## src/rtl/scan_display_ctrl.sv

```systemverilog
// Multiplexed 4-digit 7-segment driver with a one-entry pending buffer that
// commits new readings only at frame boundaries, so a frame never mixes readings.
`timescale 1ns/1ps
module scan_display_ctrl #(
  parameter int SCAN_DIV = 1000,
  parameter bit BLANK_LZ = 1'b1
) (
  input  logic       clk,
  input  logic       reset,
  input  logic [3:0] dec0,
  input  logic [3:0] dec1,
  input  logic [3:0] dec2,
  input  logic [3:0] dec3,
  input  logic       over,
  input  logic       upd_valid,
  output logic       upd_ready,
  output logic [3:0] an,
  output logic [6:0] seg,
  output logic       frame_done
);

  localparam int PW = (SCAN_DIV > 1) ? $clog2(SCAN_DIV) : 1;
  localparam logic [PW-1:0] PMAX = PW'(SCAN_DIV - 1);
  localparam logic [6:0] SEG_BLANK = 7'b1111111;
  localparam logic [6:0] SEG_DASH  = 7'b0111111;

  // reading layout: {over, dec3, dec2, dec1, dec0}
  logic [PW-1:0] presc_q, presc_d;
  logic [1:0]    idx_q, idx_d;
  logic          pend_full_q, pend_full_d;
  logic [16:0]   pend_q, pend_d;
  logic [16:0]   disp_q, disp_d;
  logic [3:0]    an_q, an_d;
  logic [6:0]    seg_q, seg_d;
  logic          frame_done_q, frame_done_d;

  logic       tick, boundary, accept;
  logic [3:0] digit;
  logic       blank;

  function automatic logic [6:0] bcd_to_seg(input logic [3:0] d);
    logic [6:0] s;
    case (d)
      4'd0:    s = 7'b1000000;
      4'd1:    s = 7'b1111001;
      4'd2:    s = 7'b0100100;
      4'd3:    s = 7'b0110000;
      4'd4:    s = 7'b0011001;
      4'd5:    s = 7'b0010010;
      4'd6:    s = 7'b0000010;
      4'd7:    s = 7'b1111000;
      4'd8:    s = 7'b0000000;
      4'd9:    s = 7'b0010000;
      default: s = SEG_BLANK;
    endcase
    return s;
  endfunction

  always_comb begin
    tick     = (presc_q == PMAX);
    presc_d  = tick ? '0 : presc_q + PW'(1);
    idx_d    = tick ? idx_q + 2'd1 : idx_q;
    boundary = tick && (idx_q == 2'd3);
    accept   = upd_valid && !pend_full_q;

    pend_d      = pend_q;
    pend_full_d = pend_full_q;
    disp_d      = disp_q;
    if (accept) begin
      pend_d      = {over, dec3, dec2, dec1, dec0};
      pend_full_d = 1'b1;
    end else if (boundary && pend_full_q) begin
      disp_d      = pend_q;
      pend_full_d = 1'b0;
    end
    frame_done_d = boundary;
  end

  // Outputs follow the current index one cycle later; digit 0 is never blanked.
  always_comb begin
    digit = 4'd0;
    blank = 1'b0;
    case (idx_q)
      2'd0: digit = disp_q[3:0];
      2'd1: begin
        digit = disp_q[7:4];
        blank = (disp_q[15:4] == 12'd0);
      end
      2'd2: begin
        digit = disp_q[11:8];
        blank = (disp_q[15:8] == 8'd0);
      end
      default: begin
        digit = disp_q[15:12];
        blank = (disp_q[15:12] == 4'd0);
      end
    endcase
    an_d = ~(4'b0001 << idx_q);
    if (disp_q[16])
      seg_d = SEG_DASH;
    else if (BLANK_LZ && blank)
      seg_d = SEG_BLANK;
    else
      seg_d = bcd_to_seg(digit);
  end

  always_ff @(posedge clk or negedge reset) begin
    if (!reset) begin
      presc_q      <= '0;
      idx_q        <= 2'd0;
      pend_full_q  <= 1'b0;
      pend_q       <= '0;
      disp_q       <= '0;
      an_q         <= 4'b1111;
      seg_q        <= SEG_BLANK;
      frame_done_q <= 1'b0;
    end else begin
      presc_q      <= presc_d;
      idx_q        <= idx_d;
      pend_full_q  <= pend_full_d;
      pend_q       <= pend_d;
      disp_q       <= disp_d;
      an_q         <= an_d;
      seg_q        <= seg_d;
      frame_done_q <= frame_done_d;
    end
  end

  assign upd_ready  = !pend_full_q;
  assign an         = an_q;
  assign seg        = seg_q;
  assign frame_done = frame_done_q;

endmodule

```

## config.mk

```make
export PLATFORM = sky130hd
export DESIGN_NAME = scan_display_ctrl
export DESIGN_NICKNAME = d
export VERILOG_FILES = /design/src/rtl/scan_display_ctrl.sv
export SDC_FILE = /design/constraint.sdc
export NUM_CORES = 1
export LEC_CHECK = 0
export CORE_AREA = 2 2 80 82
export CTS_CLUSTER_SIZE = 20
export DETAILED_ROUTE_END_ITERATION = 8
export DIE_AREA = 0 0 82 84
export SLEW_MARGIN = 20
export SYNTH_ARGS = -nofsm -noshare
export SYNTH_HDL_FRONTEND = slang
export SYNTH_SLANG_ARGS = --single-unit
```

## constraint.sdc

```tcl
create_clock -name clk -period 3.3 [get_ports clk]
set_clock_uncertainty 0.2 [all_clocks]
set_input_delay 0.33 -clock clk [delete_from_list [all_inputs] [get_ports clk]]
set_output_delay 0.33 -clock clk [all_outputs]
set_load 0.01 [all_outputs]
```

### Yosys cells after proc, flatten, opt, wreduce, memory -nomap -nowiden

Memories as Yosys holds them, arrays and structs flattened.
Cells that the tools add are included.

| storage, ports and cells | value |
|---|---|
| register bits | 59 |
| bits in read-only memories | 112 |
| output and inout bits | 13 |
| logic and storage cells | 35 |
| memories | 1 |

| cells by class | value |
|---|---|
| add/sub/neg operators | 2 |
| equal/unequal tests | 4 |
| shift operators | 1 |
| multiplexer cells | 7 |
| bitwise operators | 2 |
| reductions and logical operators | 10 |

Memories:

| name | words | bits a word | rd ports | clocked after memory_dff | wr ports | line | text |
|---|---|---|---|---|---|---|---|
| (no name shown) | 16 | 7 | 1 | 0 | 0 | 43 | `case (d)` |

Operator list:

| operator | number |
|---|---|
| 7-bit two-way mux | 2 |
| 12-bit logical NOT | 1 |
| 4-bit one-hot mux with 3 select lines | 1 |
| 10-bit by 1-bit adder with 10-bit output (second input constant) | 1 |
| 10-bit == test (second input constant) | 1 |
| 10-bit two-way mux | 1 |
| 8-bit logical NOT | 1 |
| 2-bit == test (second input constant) | 2 |
| 4-bit logical NOT | 1 |
| 4-bit NOT | 1 |
| 1-bit by 2-bit left shift with 4-bit output (first input constant) | 1 |
| 1-bit logical AND | 3 |
| 1-bit one-hot mux with 3 select lines | 1 |
| 2-bit by 1-bit adder with 2-bit output (second input constant) | 1 |
| 2-bit by 1-bit == test with 1-bit output (second input constant) | 1 |
| 2-bit logical NOT | 1 |
| 1-bit two-way mux | 2 |
| 2-bit AND reduction | 1 |
| 2-bit nonzero test | 1 |
| 1-bit logical NOT | 1 |
| 1-bit NOT | 1 |

### Longest topological paths before layout

Gate-level depths: netlist of run 1.

| depth | value |
|---|---|
| depth in word-level cells | 5 |
| mapped depth | 8 |

### Worst setup path after synthesis of run 1

No wires, ideal clock.

| timing path | value |
|---|---|
| kind | register -> register |
| from | register idx_q[0] |
| to | register seg_q[0], in the netlist seg[0] |
| arrival | 1.933 ns |
| required time | 3.034 ns |
| path slack | 1.101 ns |
| stages on the path, launching flop included | 7 |
| buffers on the path | 0 |
| cells stage by stage | dfrtp_1 inv_1 ha_1 a222oi_1 mux2i_2 or4b_4 nand4_1 |

| between the ends | value |
|---|---|
| word-level cells in the longest chain between the ends | 5 |

RTL lines:

| what | line | text |
|---|---|---|
| from (decl) | 29 | `logic [1:0] idx_q, idx_d;` |
| from (signal assigned) | 119 | `idx_q <= idx_d;` |
| 2-bit == test (tied with other cells) | 83 | `case (idx_q)` |
| 4-bit one-hot mux with 3 select lines | 83 |  |
| memory 16 x 7 bit | n/a |  |
| 7-bit two-way mux (*) | 101 | `else if (BLANK_LZ && blank)` |
| 7-bit two-way mux (*) | 99 | `if (disp_q[16])` |
| net seg_d[0] | 34 | `logic [6:0] seg_q, seg_d;` |
| to (signal assigned) | 124 | `seg_q <= seg_d;` |
| to (decl) | 34 |  |

Mark *: on every way through the listed nets, which the timed path passes. The rest lies on a longest branch.
A chain may end at the register's enable or synchronous reset.

### Worst setup path after layout of run 1

| timing path | value |
|---|---|
| from | register idx_q[1] |
| to | register seg_q[0], in the netlist seg[0] |

The elaborated chain is that of the path after synthesis.

==> results.toml, run 1 <==
[outcome]
result_of_the_run = "finished clean"

[die]
start_util_pct = 42.55
floorplan.io_pins = 33
die_x_um = 82
floorplan.core_area_um2 = 6096
rows = 29
floorplan.die_area_um2 = 6888
die_h_um = 84

[layout]
layout_common_cells = "48 x dfrtp_1, 35 x mux2_1, 31 x clkdlybuf4s50_1"
share_of_layout_cells_above_drive_strength_1_pct = 13.99
syn_to_final_growth_pct = 23.49
final_cells = 320
diodes = 0
fill_cells = 543
layout.cells.most_common = "dfrtp_1"
num-nets-final = 267
finish.instance_area_um2 = 3203

[job]
maximum_capacitance_violations = 0

[logic_synthesis]
netlist_area_pre_place_um2 = 2594
synth_register_bits = 59
synth_sequential_area_ratio_pct = 57.45
synth_mux_area_share_pct = 16.88
synth_top_family_by_area = "multiplexers"
post_synthesis_share_of_cell_area_spent_on_full_adders_half_adders_and_majority_gates_pct = 4.342
count_of_unique_library_cells_instantiated_by_yosys = 36
synth-compound-area-share_pct = 7.381
netlist_instances = 196
syn_nets = 225
syn_area_per_cell_um2 = 13.23
yosysWarnings = 0
synth-xor-area-share_pct = 2.364
post_synth_and_or_nand_nor_area_fraction_pct = 8.152

[worst_setup_path]
required_ns = 3.37
critical_path_peak_fanout = 10
max_stage_delay_ns = 0.57
crit_path_top_delay_cell = "or4b_4"
crit_path_cell_trace = "inv_1 -> ha_1 -> a222oi_1 -> mux2i_2 -> or4b_4 -> nand4_1"
setup.worst_path.start_class = "flip-flop"
reg2reg_from = "idx_q[1]"
cp.arrival_ns = 2.45
ff2ff_setup_slack_ns = 0.92
worstSetupEndpointType = "flip-flop"
regToRegEndpoint = "seg[0]"
timing.setup.critical_path_class = "flip-flop to flip-flop"
worst-r2r-cell-count = 6

[timing]
worst_slew_margin_rel_pct = 45.82
finalMaxSlewViolations = 0
period_needed_ns = 2.378
timing.final.crit_share_pct = 72.07
finalSetupViolCount = 0
number_of_hold_slack_violations_in_the_final_timing_report = 0
grt_setup_unrepaired = "no"
fmax_mhz = 420.5
fin_tns_setup_ns = 0
worst_pin_slew_ns = 0.7902
worst_hold_slack_ns = 0.2405

[global_routing]
grt_antenna_before_repair = 0
grt_pass1_vias = 1486
grt_max_degree = 43
global_route.overflow_total = 0
track_usage_pct = 14.14
grt_pass1_wl_um = 7224

[route]
routed_via_density = 5.113
wl_per_cell_um = 13.76
route.antenna.remaining_nets = 0
detailedRoute.firstPassIterationCount = 6
route.final.wire_length_um = 4402
drc = 0
drt_iter0_drc = 94
via_count = 1636

[cts]
cts_made_buffers = 9
cts.sink_count = 59
insertion_delay_ns = 0.33
cts_max_level = 3
clock_slew_seen_by_the_registers_of_the_worst_setup_and_hold_paths_ns = 0.07
tritoncts = "yes"
cts.root.buffer_cell = "clkbuf_8"
clk_path_buf_depth = 2

[place]
port_buffers = 32
dpl.hpwl_um = 3116
place.gp.congestion = 0.7827
numPlacedInstances = 303
place_area_um2 = 2999

[power]
fin_total_pwr_uw = 1456
peakVddDrop_mv = 0.2908
static-leakage-power_uw = 0.001447
power_density_nw_per_um2 = 454.6

[worst_hold_path]
hold_path.class = "primary input to asynchronous set/reset pin"
## logic make-up after synthesis
group,Yosys count
buf+inv,20
simple gates,34
fa+ha+maj,9
xor+xnor,7
compound gates,28
flops,59
mux,39
## layer usage
| metal | global-route usage (%) | part of all wire (%) |
|---|---|---|
| met1 | 19.44 | 49 |
| met2 | 20.10 | 44 |
| met3 | 4.329 | 4.6 |
| met4 | 6.818 | 2.1 |
| met5 | 0 | 0 |
## state kept, by name, indices dropped and copies added, names as in the netlist
signal / cells
pend_q: 17
idx_q: 2
seg: 7
frame_done: 1
pend_full_q: 1
disp_q: 17
an: 4
presc_q: 10
## cells in the mapped netlist
master,count,area [um^2]
or4b_4,1,13.76
a221oi_1,1,8.760
nor2_1,4,15.01
nand3_1,4,20.02
nand4_1,2,12.51
dfrtp_1,48,1201
o21ai_0,3,15.01
a21oi_1,3,15.01
xor2_1,3,26.28
nor4_1,3,18.77
and4bb_1,1,12.51
a211o_1,1,8.760
nor2b_1,4,25.02
nor3b_1,1,7.510
o311ai_1,1,8.760
and3_1,5,31.28
o21a_1,2,15.01
clkbuf_1,3,11.26
buf_2,2,10.01
a22o_1,2,17.52
a222oi_1,4,40.04
mux2_1,35,394.1
o211ai_1,1,7.510
o21ai_1,8,40.04
a211oi_1,2,15.01
nand3_2,1,10.01
inv_1,14,52.55
mux2i_2,1,13.76
and2_1,2,12.51
dfstp_2,11,289.0
ha_1,9,112.6
xnor2_1,4,35.03
nand2_1,4,15.01
mux2i_1,3,30.03
buf_8,1,15.01
and4_1,2,17.52
## final cells by class
cell class | instances | area (um^2) | share of cell area, %
flip-flops and latches | 59 | 1490 | 46.52
multi-input cells | 117 | 1015 | 31.68
repair buffers | 37 | 355.3 | 11.09
clock buffers | 11 | 141.4 | 4.414
well taps | 77 | 96.34 | 3.008
clock inverters | 5 | 52.55 | 1.641
inverters | 14 | 52.55 | 1.641
## worst max path at each step
stage	start	to	slack [ns]
floorplan	idx_q[0]	seg[0]	1.10
global placement	idx_q[0]	seg[3]	0.98
detailed placement	idx_q[1]	seg[0]	0.93
CTS	idx_q[1]	seg[6]	0.92
global route	idx_q[1]	seg[0]	0.73
finish	idx_q[1]	seg[0]	0.92
## worst max-delay path: cells and delay by family (launching register included)
family | cells | cell delay [ns]
DFF | 1 | 0.39
and+or+nand+nor | 2 | 0.68
muxes | 1 | 0.26
buffers and inverters | 1 | 0.09
AOI/OAI and AO/OA | 1 | 0.44
adders and majority gates | 1 | 0.25
## through the flow
step                worst slack, ns  util [%]
floorplan                     1.101         -
global placement             0.9827     49.20
detailed placement           0.9287     49.20
CTS                          0.9153     52.55
global route                 0.7270     52.55
finish                       0.9218     52.55
## where the power goes
group          total [uW]  switching (uW)  internal [uW]
Clock                 638             273            365
Sequential            763            11.8            751
Combinational        55.5            21.5           34.0
Total                1460             306           1150
## timing repair
item	4_1_cts	5_1_grt
resized for setup	0	0
setup buffers	0	0
hold buffers	1	0
hold endpoints to repair	7	0
(Power assumes the default switching activity.)
==> run 2, diff against run 1 <==
Clock period 3.3 ns to 2.2 ns, I/O delays scaled along.
==> run 2 against run 1 <==
Compared with the run above:
- die area unchanged
- largest power group unchanged
- critical path depth unchanged
- first-iteration DRC count up 48%
- sequential power up 51%
- critical path type unchanged
- sequential cell count unchanged
- final cell count up 4.7%
- worst hold slack worse by 0.050 ns
- critical endpoint is now seg[3]
- global-route usage up 1.1 points
- clock-buffer cell count up 3
- register-to-register slack worse by 0.89 ns
- non-clock buffer count up 15
==> results.toml, run 2 (synthesized netlist as in run 1, its figures left out) <==
[layout]
area.sequential_um2 = 1491
final_cells = 335
layout.cells.most_common = "dfrtp_1"
syn_to_final_growth_pct = 30.73
largestRegisters = "disp_q (17), pend_q (17), presc_q (10)"
num-nets-final = 282
share_of_layout_cells_above_drive_strength_1_pct = 23.26
multi_input_comb_area_um2 = 1072
diodes = 0
layout_common_cells = "47 x dfrtp_1, 35 x mux2_1, 31 x clkdlybuf4s50_1"
fill_cells = 540

[timing]
fin_tns_setup_ns = 0
worst_slew_margin_rel_pct = 66.33
period_needed_ns = 2.170
worst_hold_slack_ns = 0.1908
fmax_mhz = 460.9
worst_pin_slew_ns = 0.5051
finalMaxSlewViolations = 0
finalSetupViolCount = 0
number_of_hold_slack_violations_in_the_final_timing_report = 0
grt_setup_unrepaired = "yes"
timing.final.crit_share_pct = 98.62

[die]
floorplan.io_pins = 33
die_x_um = 82
floorplan.die_area_um2 = 6888
rows = 29
start_util_pct = 42.55
floorplan.core_area_um2 = 6096
die_h_um = 84

[power]
power.sequential.fraction_pct = 51.9
power_frac_comb_pct = 3.9
power_density_nw_per_um2 = 650.5
internal_power_uw = 1765
power.switching_uw = 440.6
peakVddDrop_mv = 0.3316
power.switching_fraction_pct = 19.98
fin_total_pwr_uw = 2206
static-leakage-power_uw = 0.001539
clock_share_of_power_pct = 44.1

[worst_hold_path]
hold_path.class = "primary input to asynchronous set/reset pin"

[cts]
cts_made_buffers = 9
tritoncts = "yes"
cts_max_level = 3
cts.root.buffer_cell = "clkbuf_8"
clk_path_buf_depth = 2
insertion_delay_ns = 0.33
cts.sink_count = 59
clock_slew_seen_by_the_registers_of_the_worst_setup_and_hold_paths_ns = 0.06

[worst_setup_path]
setup.worst_path.start_class = "flip-flop"
critical_path.startpoint = "idx_q[1]"
worst-r2r-cell-count = 6
worstSetupEndpointType = "flip-flop"
cp.arrival_ns = 2.24
required_ns = 2.27
critical_path_peak_fanout = 5
reg2reg_from = "idx_q[1]"
timing.setup.critical_path_class = "flip-flop to flip-flop"

[place]
dpl.hpwl_um = 3205
port_buffers = 32
numPlacedInstances = 311
place.gp.congestion = 0.8028

[route]
drt_iter0_drc = 139
via_count = 1696
detailedRoute.firstPassIterationCount = 9
route.final.wire_length_um = 4588
drc = 0
routed_via_density = 5.063
route.antenna.remaining_nets = 0
wl_per_cell_um = 13.70

[global_routing]
track_usage_pct = 15.21
grt_pass1_wl_um = 7790
global_route.overflow_total = 0
grt_pass1_vias = 1628
grt_antenna_before_repair = 0
grt_max_degree = 39

[outcome]
result_of_the_run = "finished clean"

[job]
maximum_capacitance_violations = 0
## run 2: area by class of cell
type	instances	area share, %
clock inverters	2	1.033
inverters	14	1.550
clock buffers	14	4.797
repair buffers	52	14.17
multi-input cells	117	31.62
well taps	77	2.841
flip-flops and latches	59	43.99
## run 2: final timing paths
path                        endpoint  slack, ns
hold reg to reg               seg[6]       0.23
hold / removal             pend_q[1]       0.19
setup reg to reg              seg[3]       0.03
setup / recovery              seg[3]       0.03
max in group asynchronous      an[3]       0.98
min in group clk              seg[6]       0.23
## run 2: power groups by stage
| stage | combinational, uW | sequential [uW] | clock (uW) |
|---|---|---|---|
| after CTS | 90.8 | 1150 | 1010 |
| after global routing | 99.2 | 1150 | 1060 |
| after global placement | 86.6 | 1160 | 0 |
| after floorplan | 27.0 | 1160 | 0 |
| after detailed placement | 89.4 | 1170 | 0 |
| final | 87.0 | 1150 | 973 |
## run 2: what timing repair did
action	CTS	global route
setup endpoints to repair	4	7
hold buffers	1	0
endpoints found under the hold margin	11	0
setup buffers	5	2
pin swaps	1	5
resized for setup	2	14
## run 2: critical path, cell delays in order (launching register included)
cell and delay (ns):
dfrtp_1 0.40, inv_2 0.09, ha_4 0.18, a222oi_1 0.39, mux2i_2 0.18, or4b_4 0.55, nand4_1 0.11
## run 2: per-stage QoR
step | worst slack (ns) | util [%] | instance area, um^2
2_1_floorplan | 0.0005560 | - | 2594
4_1_cts | -0.008935 | 54.54 | 3324
6_report | 0.03028 | 55.62 | 3391
3_3_place_gp | 0.01084 | 50.39 | 3072
3_5_place_dp | -0.06029 | 50.39 | 3072
5_1_grt | -0.06091 | 55.62 | 3391
## run 2: per-layer routing
metal / vias up / share of wire, % / global-route usage, % / routed length (um)
met5: - / 0 / 0 / 0
met4: 0 / 2.4 / 8.636 / 112
met3: 11 / 3.8 / 3.896 / 176
met2: 41 / 47 / 21.88 / 2168
met1: 827 / 46 / 20.57 / 2131
li1: 817 / - / - / -
